===== config.mk =====
export PLATFORM = sky130hd
export DESIGN_NAME = ahb_lite_decoder_mux
export DESIGN_NICKNAME = d
export VERILOG_FILES = /design/src/rtl/common_types_pkg.sv /design/src/rtl/ahb_default_satellite.sv /design/src/rtl/ahb_lite_decoder_mux.sv
export SDC_FILE = /design/constraint.sdc
export NUM_CORES = 1
export LEC_CHECK = 0
export CORE_AREA = 2 2 130 132
export CTS_CLUSTER_SIZE = 8
export DETAILED_ROUTE_END_ITERATION = 10
export DIE_AREA = 0 0 132 134
export SLEW_MARGIN = 20
export SYNTH_ARGS = -nofsm -noshare
export SYNTH_HDL_FRONTEND = slang
export SYNTH_SLANG_ARGS = --single-unit

===== constraint.sdc =====
create_clock -name clk -period 3.1 [get_ports clk]
set_input_delay 0.93 -clock clk [delete_from_list [all_inputs] [get_ports clk]]
set_output_delay 0.93 -clock clk [all_outputs]
set_load 0.05 [all_outputs]

===== src/rtl/common_types_pkg.sv =====
// Shared AHB-Lite types: HTRANS codes, data-phase select encoding and the
// default-satellite state type.
package common_types_pkg;

    localparam logic [1:0] HTRANS_IDLE   = 2'b00;
    localparam logic [1:0] HTRANS_BUSY   = 2'b01;
    localparam logic [1:0] HTRANS_NONSEQ = 2'b10;
    localparam logic [1:0] HTRANS_SEQ    = 2'b11;

    // Select encoding is sized for the largest supported satellite count (8).
    // MSB set: SAT[idx] in the low bits; MSB clear: 0 = NONE, 1 = DEFAULT.
    localparam int unsigned MAX_SAT   = 8;
    localparam int unsigned SAT_IDX_W = $clog2(MAX_SAT);

    typedef logic [SAT_IDX_W:0] dsel_t;

    localparam dsel_t DSEL_NONE    = dsel_t'(0);
    localparam dsel_t DSEL_DEFAULT = dsel_t'(1);

    typedef enum logic [1:0] {
        DS_IDLE,
        DS_ERR1,
        DS_ERR2
    } ds_state_t;

    function automatic dsel_t dsel_sat(input logic [SAT_IDX_W-1:0] idx);
        return {1'b1, idx};
    endfunction

    function automatic logic htrans_active(input logic [1:0] htrans);
        return (htrans == HTRANS_NONSEQ) || (htrans == HTRANS_SEQ);
    endfunction

endpackage


===== src/rtl/ahb_default_satellite.sv =====
// Default satellite: answers every unmapped transfer with a two-cycle ERROR
// and keeps a saturating count of the errors it has issued.
module ahb_default_satellite
    import common_types_pkg::*;
(
    input  logic       clk,
    input  logic       nrst,
    input  logic       sel,        // current address phase targets DEFAULT
    input  logic       hready_in,  // address phase is accepted this cycle
    output logic       hreadyout,
    output logic       hresp,
    output logic [7:0] err_cnt
);

    ds_state_t state, state_nxt;
    logic      accept;

    assign accept = sel && hready_in;

    // State register; reset drops any error in progress.
    always_ff @(posedge clk) begin
        if (!nrst) state <= DS_IDLE;
        else       state <= state_nxt;
    end

    // Next state and response outputs; ERR1 stalls, ERR2 completes the error.
    always_comb begin
        state_nxt = state;
        hreadyout = 1'b1;
        hresp     = 1'b0;
        case (state)
            DS_IDLE: begin
                if (accept) state_nxt = DS_ERR1;
            end
            DS_ERR1: begin
                hreadyout = 1'b0;
                hresp     = 1'b1;
                state_nxt = DS_ERR2;
            end
            DS_ERR2: begin
                hresp     = 1'b1;
                state_nxt = accept ? DS_ERR1 : DS_IDLE;
            end
            default: state_nxt = DS_IDLE;
        endcase
    end

    // Error counter: one count per completed error, sticks at 8'hFF.
    always_ff @(posedge clk) begin
        if (!nrst)                                  err_cnt <= 8'h00;
        else if (state == DS_ERR2 && err_cnt != 8'hFF) err_cnt <= err_cnt + 8'd1;
    end

endmodule


===== src/rtl/ahb_lite_decoder_mux.sv =====
// AHB-Lite address decoder and response multiplexer with a built-in default
// satellite for unmapped accesses.
module ahb_lite_decoder_mux
    import common_types_pkg::*;
#(
    parameter int unsigned                  NUM_SAT  = 4,
    parameter logic [NUM_SAT-1:0][31:0]     SAT_BASE = {32'h3000_0000, 32'h2000_0000,
                                                        32'h1000_0000, 32'h0000_0000},
    parameter logic [NUM_SAT-1:0][31:0]     SAT_MASK = {32'hF000_0000, 32'hF000_0000,
                                                        32'hF000_0000, 32'hF000_0000}
)
(
    input  logic                    clk,
    input  logic                    nrst,
    input  logic [31:0]             c_haddr,
    input  logic [1:0]              c_htrans,
    input  logic                    c_hwrite,
    input  logic [2:0]              c_hsize,
    input  logic [2:0]              c_hburst,
    input  logic [31:0]             c_hwdata,
    output logic [31:0]             c_hrdata,
    output logic                    c_hready,
    output logic                    c_hresp,
    output logic [NUM_SAT-1:0]      s_hsel,
    output logic [31:0]             s_haddr,
    output logic [1:0]              s_htrans,
    output logic                    s_hwrite,
    output logic [2:0]              s_hsize,
    output logic [2:0]              s_hburst,
    output logic [31:0]             s_hwdata,
    output logic                    s_hready,
    input  logic [NUM_SAT*32-1:0]   s_hrdata,
    input  logic [NUM_SAT-1:0]      s_hreadyout,
    input  logic [NUM_SAT-1:0]      s_hresp,
    output logic [7:0]              err_cnt
);

    logic                 addr_hit;
    logic [SAT_IDX_W-1:0] addr_win;
    dsel_t                addr_tgt;
    dsel_t                dsel;
    logic                 ds_hreadyout;
    logic                 ds_hresp;

    // Address decode; scanning from the top down lets the lowest index win.
    always_comb begin
        addr_hit = 1'b0;
        addr_win = '0;
        s_hsel   = '0;
        for (int i = int'(NUM_SAT) - 1; i >= 0; i--) begin
            if ((c_haddr & SAT_MASK[i]) == SAT_BASE[i]) begin
                addr_hit  = 1'b1;
                addr_win  = SAT_IDX_W'(i);
                s_hsel    = '0;
                s_hsel[i] = 1'b1;
            end
        end
    end

    // Address-phase target: only real transfers reach a satellite or DEFAULT.
    always_comb begin
        addr_tgt = DSEL_NONE;
        if (htrans_active(c_htrans))
            addr_tgt = addr_hit ? dsel_sat(addr_win) : DSEL_DEFAULT;
    end

    // Data-phase select follows the address phase only when it is accepted.
    always_ff @(posedge clk) begin
        if (!nrst)         dsel <= DSEL_NONE;
        else if (c_hready) dsel <= addr_tgt;
    end

    ahb_default_satellite u_default (
        .clk       (clk),
        .nrst      (nrst),
        .sel       (addr_tgt == DSEL_DEFAULT),
        .hready_in (c_hready),
        .hreadyout (ds_hreadyout),
        .hresp     (ds_hresp),
        .err_cnt   (err_cnt)
    );

    // Response mux; NONE is a zero-wait OKAY with zero read data.
    always_comb begin
        c_hrdata = '0;
        c_hready = 1'b1;
        c_hresp  = 1'b0;
        if (dsel == DSEL_DEFAULT) begin
            c_hready = ds_hreadyout;
            c_hresp  = ds_hresp;
        end else begin
            for (int i = 0; i < int'(NUM_SAT); i++) begin
                if (dsel == dsel_sat(SAT_IDX_W'(i))) begin
                    c_hrdata = s_hrdata[i*32 +: 32];
                    c_hready = s_hreadyout[i];
                    c_hresp  = s_hresp[i];
                end
            end
        end
    end

    assign s_haddr  = c_haddr;
    assign s_htrans = c_htrans;
    assign s_hwrite = c_hwrite;
    assign s_hsize  = c_hsize;
    assign s_hburst = c_hburst;
    assign s_hwdata = c_hwdata;
    assign s_hready = c_hready;

endmodule


==> results.txt <==
post-synth design cell area: 2340 sq um
first-pass GRT wire length: 15000 um
clk sinks: 13
layout cell share with drive strength beyond 1: 31.0%
largest net degree at the start of global routing: 27
WP data required: 2170 ps
Final Hold Violating Endpoints: 0
most frequent cells in the layout: 138 x clkdlybuf4s50_1, 34 x mux4_2, 25 x and2_1
vias post-DR: 2354
Die Footprint: 17700 sq um
Clock transition at path regs: 40 ps
area growth from synthesis to layout: 85.4%
commonest non-fill, non-tap cell in the layout: clkdlybuf4s50_1
Tot Pwr: 0.966 mW
DRC: 0
Vias/cell: 3.97
Worst R2R End: u_default.state[0]$_SDFFE_PN0P_
Hold Path Origin: u_default.err_cnt[5]$_SDFFE_PN0P_
Cell Int Power: 0.671 mW
FMAX: 323 MHz
sequential area share after synthesis: 11.1%
TritonCTS Buffers: 3
worst r2r src: dsel[0]$_SDFFE_PN0N_
number of synthesized flops with an enable pin: 0
std cell rows: 47
Slew headroom: 63.2%
Switch Pwr: 0.295 mW
Synth async-reset ratio: 0%
Tcrit/Tclk final: 99.8%
Worst Hold Path EP: u_default.err_cnt[5]$_SDFFE_PN0P_
crit end category: output pin
top cell type's share of synthesized area: 32.7%
Root Driver: clkbuf_16
Primary FF master, synth: dfxtp_1
Setup crit start: s_hrdata[113]
Wirelength per Cell: 17.1 um
initial antenna violation count: 2
vias in the first global route: 2534
WS Path Type: in2out
total congestion overflow: 0
setup TNS: 0 ps
R2R depth: 6
Yosys top cell by area: mux4_2
leakage: 1.61 nW
worst reg-to-reg setup slack: 1190 ps
io pins: 331
Initial Util: 14.4%
dpl cell area: 4090 sq um
Setup-failing EPs final: 0
hold crit path type: reg2reg
run status: finished, final reports clean
PD cells: 223 nW/um^2
TritonCTS clock tree: built
slew at the pin closest to its max-slew limit: 546 ps
H-tree lvl count: 1
sequential share of power: 20.1%
Hold WS: 520 ps
Syn. warnings: 0
Core Area: 16300 sq um
critical path fanouts, max: 1
Hold Crit Depth: 2
port bufs: 194
nets: 588
switching part of the total power: 30.6%
Clk pwr share: 24.8%
Final Core Density: 26.6%
Max-cap violations: 0
distinct cell type count after synthesis: 35
peak supply drop: 0.000270 V
Chip Width: 132 um
DPL Wire Length: 8670 um
max-slew violations: 0
All-Layer GR Usage: 10.8%
CTS Hold Bufs: 0
Final Critical Period: 3090 ps
antenna viol nets, final: 0
Post-Route WL: 10200 um
flops & latches, synth: 13
Worst-Skew Late Latency: 240 ps
height of the die: 134 um
Max clock buf depth: 2
Mapped Cells: 244
fillers: 1708
Setup crit start kind: primary input
syn avg cell area: 9.58 sq um
Combinational Power Share: 55.1%
Final Cell Area: 4340 sq um
DR iter-0 viols: 45
Mapped Nets: 460
First-pass DRT Iterations: 4
ranking of synthesized cells by area: mux4_2 33%, buf_4 24%, dfxtp_1 11%
critical path arrival: 2160 ps
clock skew after layout: 3.61 ps
GP Congestion: 0.869
## state kept, by name (all words and copies together), names as in the netlist
register / flops
dsel: 3
u_default.err_cnt: 8
u_default.state: 2
## routing by layer
layer	vias to the layer above	part of all wire, %	global-route usage, %	routed length (um)
li1	1070	-	-	-
met1	1104	35	11.1	3540
met2	162	54	20.6	5530
met3	18	9.4	3.55	958
met4	0	1.3	3.38	136
met5	-	0	0	0
## synth_stat cells, types with 2 or more instances
cell,n
and3_1,3
clkbuf_1,7
nor3_1,2
nand3_1,7
or3_1,2
o21ai_0,4
inv_1,5
o21bai_1,2
a21oi_1,2
nor4_1,3
nor2_1,10
o311ai_0,2
buf_2,5
nand2_1,12
mux4_2,34
ha_1,5
buf_4,74
dfxtp_1,13
o31ai_1,4
and2_1,32
a21o_1,2
## stage by stage
stage / std cells / worst slack (ps)
final: 593 / 6.40
after global placement: 586 / -162
after CTS: 591 / 0.602
after detailed placement: 586 / -166
after floorplan: 244 / 23.9
after global routing: 593 / -20.5
## critical path: stages
cell	delay [ps]
clkdlybuf4s50_1	410
mux4_2	500
and2_4	180
buf_8	140
## cell families after synthesis
family	count (synthesis)	share of synthesized area, %
compound gates	23	7.87
xor+xnor	1	0.375
fa+ha+maj	5	2.68
buf+inv	92	27.2
flops	13	11.1
mux	34	32.7
simple gates	76	18.0
## area by class of cell
cell class,count,area [sq um],area share (%)
inverters,5,18.8,0.433
multi-input cells,139,1480,34.2
clock buffers,4,78.8,1.82
repair buffers,210,2210,51.0
flip-flops and latches,13,263,6.06
diodes,2,5.00,0.115
well taps,220,275,6.35
## power groups by stage
stage	clock (mW)	combinational [mW]	sequential, mW
floorplan	0	0.474	0.197
global placement	0	0.513	0.198
detailed placement	0	0.519	0.199
CTS	0.247	0.529	0.195
global route	0.256	0.566	0.197
finish	0.239	0.532	0.195
## what timing repair did
| action | in CTS | in global routing |
|---|---|---|
| resized for setup | 27 | 31 |
| pin swaps | 1 | 1 |
| cloned | 0 | 0 |
| setup buffers | 1 | 0 |
| setup endpoints to repair | 11 | 25 |
## worst max path at each step
| stage | cells after the start | slack [ps] | to |
|---|---|---|---|
| 3_3_place_gp | 5 | -160 | c_hready |
| 5_1_grt | 4 | -20 | c_hrdata[28] |
| 2_1_floorplan | 4 | 20 | s_hready |
| 4_1_cts | 4 | 0.6 | c_hrdata[31] |
| 3_5_place_dp | 5 | -170 | c_hready |
| 6_report | 4 | 6 | c_hrdata[17] |
Note: power is estimated with default switching activity, not from simulation.
==> variant, RTL diff (config.mk and constraints unchanged) <==
Register the output `err_cnt`, cleared by the reset; this adds one clock of latency there. The other outputs are not delayed to match.
--- a/src/rtl/ahb_lite_decoder_mux.sv
+++ b/src/rtl/ahb_lite_decoder_mux.sv
@@ -35,4 +35,6 @@
     output logic [7:0]              err_cnt
 );
+
+    logic [7:0] err_cnt_d;
 
     logic                 addr_hit;
@@ -78,5 +80,5 @@
         .hreadyout (ds_hreadyout),
         .hresp     (ds_hresp),
-        .err_cnt   (err_cnt)
+        .err_cnt   (err_cnt_d)
     );
 
@@ -108,4 +110,12 @@
     assign s_hready = c_hready;
 
+    always_ff @(posedge clk) begin
+        if (!nrst) begin
+            err_cnt <= '0;
+        end else begin
+            err_cnt <= err_cnt_d;
+        end
+    end
+
 endmodule
 
Check against the original RTL: not equivalent (a bounded check fails within 4 cycles, from zero or initial values and one cycle with nrst low).
==> variant against the unedited design <==
Sequential share of layout area up 3.1 points. Sequential power up 48%. Setup slack better by 0.0075 ns. Critical endpoint is now c_hrdata[2]. Cell area up 7.0%. Wire length down 0.83%. Power up 8.2%. Core utilization up 1.9 points. Register-to-register slack worse by 0.08 ns. Synthesized area up 11%. Sequential cell count up 8. Critical path type unchanged. Highest routed layer unchanged.
==> variant: results (changes against the unedited design) <==
outcome: "finished, final reports clean"
drive_gt1_share_pct: 31.9  # +0.95 points
htree_num_levels: 1  # unchanged
r2r_setup_slack_ns: 1.11  # -0.08 ns
r2r_cells: 5  # -1
hpwlAfterDp_um: 8600  # -0.78%
drtIter0Drc: 60  # +33%
yosys.area_share.adder_pct: 2.41  # -0.27 points
synth_top_family_by_area: "multiplexers"
worst-setup-path-type: "input pin to output pin"
placed_cell_area_um2: 4370  # +6.8%
yosys-top-cells-count: "75 x buf_4, 42 x and2_1, 33 x mux4_2"
top_regs: "err_cnt: 8 flops, u_default.err_cnt: 8 flops, dsel: 3 flops"
antenna_found_initial: 0  # -2
fin_util_pct: 28.5  # +1.9 points
synth_flop_cell: "dfxtp_1"
ys_types: 39  # +11%
critPathTopFamily: "buffers and inverters"
crit_start: "s_hrdata[2]"
clockBufferDepth: 2  # unchanged
reg2reg_to: "dsel[0]$_SDFFE_PN0N_"
clk_pin_slew_ns: 0.06  # +0.02 ns
routedWlPerCell_um: 16.7  # -2.8%
yosys_warnings: 0  # unchanged
grt_max_degree: 35  # +30%
num_antenna_cells: 0  # -2
synth-xor-area-share_pct: 0.337  # -0.038 points
worstHoldStart: "u_default.err_cnt[1]$_SDFFE_PN0P_"
crit_path_max_incr_delay_ns: 0.45  # -0.05 ns
ys_seq_area_share_pct: 16.2  # +5.0 points
fill_cells: 1700  # -0.47%
min_to: "u_default.err_cnt[1]$_SDFFE_PN0P_"
nets: 602  # +2.4%
grt_pass1_vias: 2578  # +1.7%
r2r_start: "dsel[1]$_SDFFE_PN0N_"
synth_compound_area_share_pct: 6.83  # -1.0 points
power.leakage_uw: 0.00182  # +13%
clock_skew_ns: 0.00507  # +0.00145 ns
crit_slowest_cell: "mux4_2"
gp_congestion: 0.845  # -2.8%
ir_drop_uv: 187  # -31%
min_path_cells: 2  # unchanged
track_usage_pct: 10.7  # -0.11 points
clk_latency_ns: 0.25
root_buffer: "clkbuf_16"
grt_pass1_wl_um: 15000  # about the same
synth_area_leaders: "mux4_2 29%, buf_4 22%, dfxtp_1 16%"
slew_headroom_pct: 53.2  # -10 points
syn_nets: 473  # +2.8%
critPathMaxFanout: 1  # unchanged
p_switching_uw: 291  # -1.4%
synthMuxAreaShare_pct: 30.5  # -2.2 points
async_reset_ff_share_pct: 0  # unchanged
vias_per_cell: 4.04  # +1.7%
variant: what timing repair did:
action	4_1_cts	5_1_grt
gates resized for setup	25	42
hold endpoints to repair	0	0
pin swaps	1	1
setup buffers	0	0
setup endpoints to repair	16	26
variant: worst max path at each step:
| stage | end |
|---|---|
| 6_report | c_hrdata[2] |
| 5_1_grt | c_hrdata[19] |
| 4_1_cts | c_hresp |
| 3_5_place_dp | c_hresp |
| 3_3_place_gp | c_hresp |
| 2_1_floorplan | s_hready |
variant: cell families (layout without fill, tap and decap cells):
group | Yosys count | after routing
compound gates | 22 | 22
simple gates | 78 | 78
fa+ha+maj | 5 | 5
xor+xnor | 1 | 1
flops | 21 | 21
buf+inv | 92 | 220
mux | 38 | 38
variant: through the flow:
step / hold WS (ns) / std cells / setup WS (ns)
final: 0.504 / 605 / 0.0139
after global routing: 0.550 / 605 / -0.00783
after floorplan: 0.465 / 257 / 0.159
after CTS: 0.509 / 605 / 0.00198
after global placement: 0.481 / 601 / -0.0740
after detailed placement: 0.499 / 601 / -0.0695
variant: power groups by stage:
stage	sequential (uW)	combinational, uW	clock [uW]
CTS	289	480	281
detailed placement	295	475	0
finish	289	484	272
global route	291	510	296
floorplan	287	449	0
global placement	294	470	0
variant: final cells by class:
cell class                 instances  share of cell area (%)
tap                              220                    5.93
clock buffer                       3                    1.62
multi-input combinational        144                    34.6
clock inverter                     1                   0.108
sequential                        21                    9.12
timing repair buffer             211                    48.2
inverter                           5                   0.405
variant: metal layers:
metal / vias to the layer above / global-route usage [%] / wire (um) / part of all wire [%]
met2: 148 / 19.2 / 5180 / 51
met1: 1157 / 12.2 / 3820 / 38
li1: 1101 / - / - / -
met3: 36 / 3.36 / 884 / 8.8
met5: - / 0 / 0 / 0
met4: 0 / 2.78 / 197 / 2.0
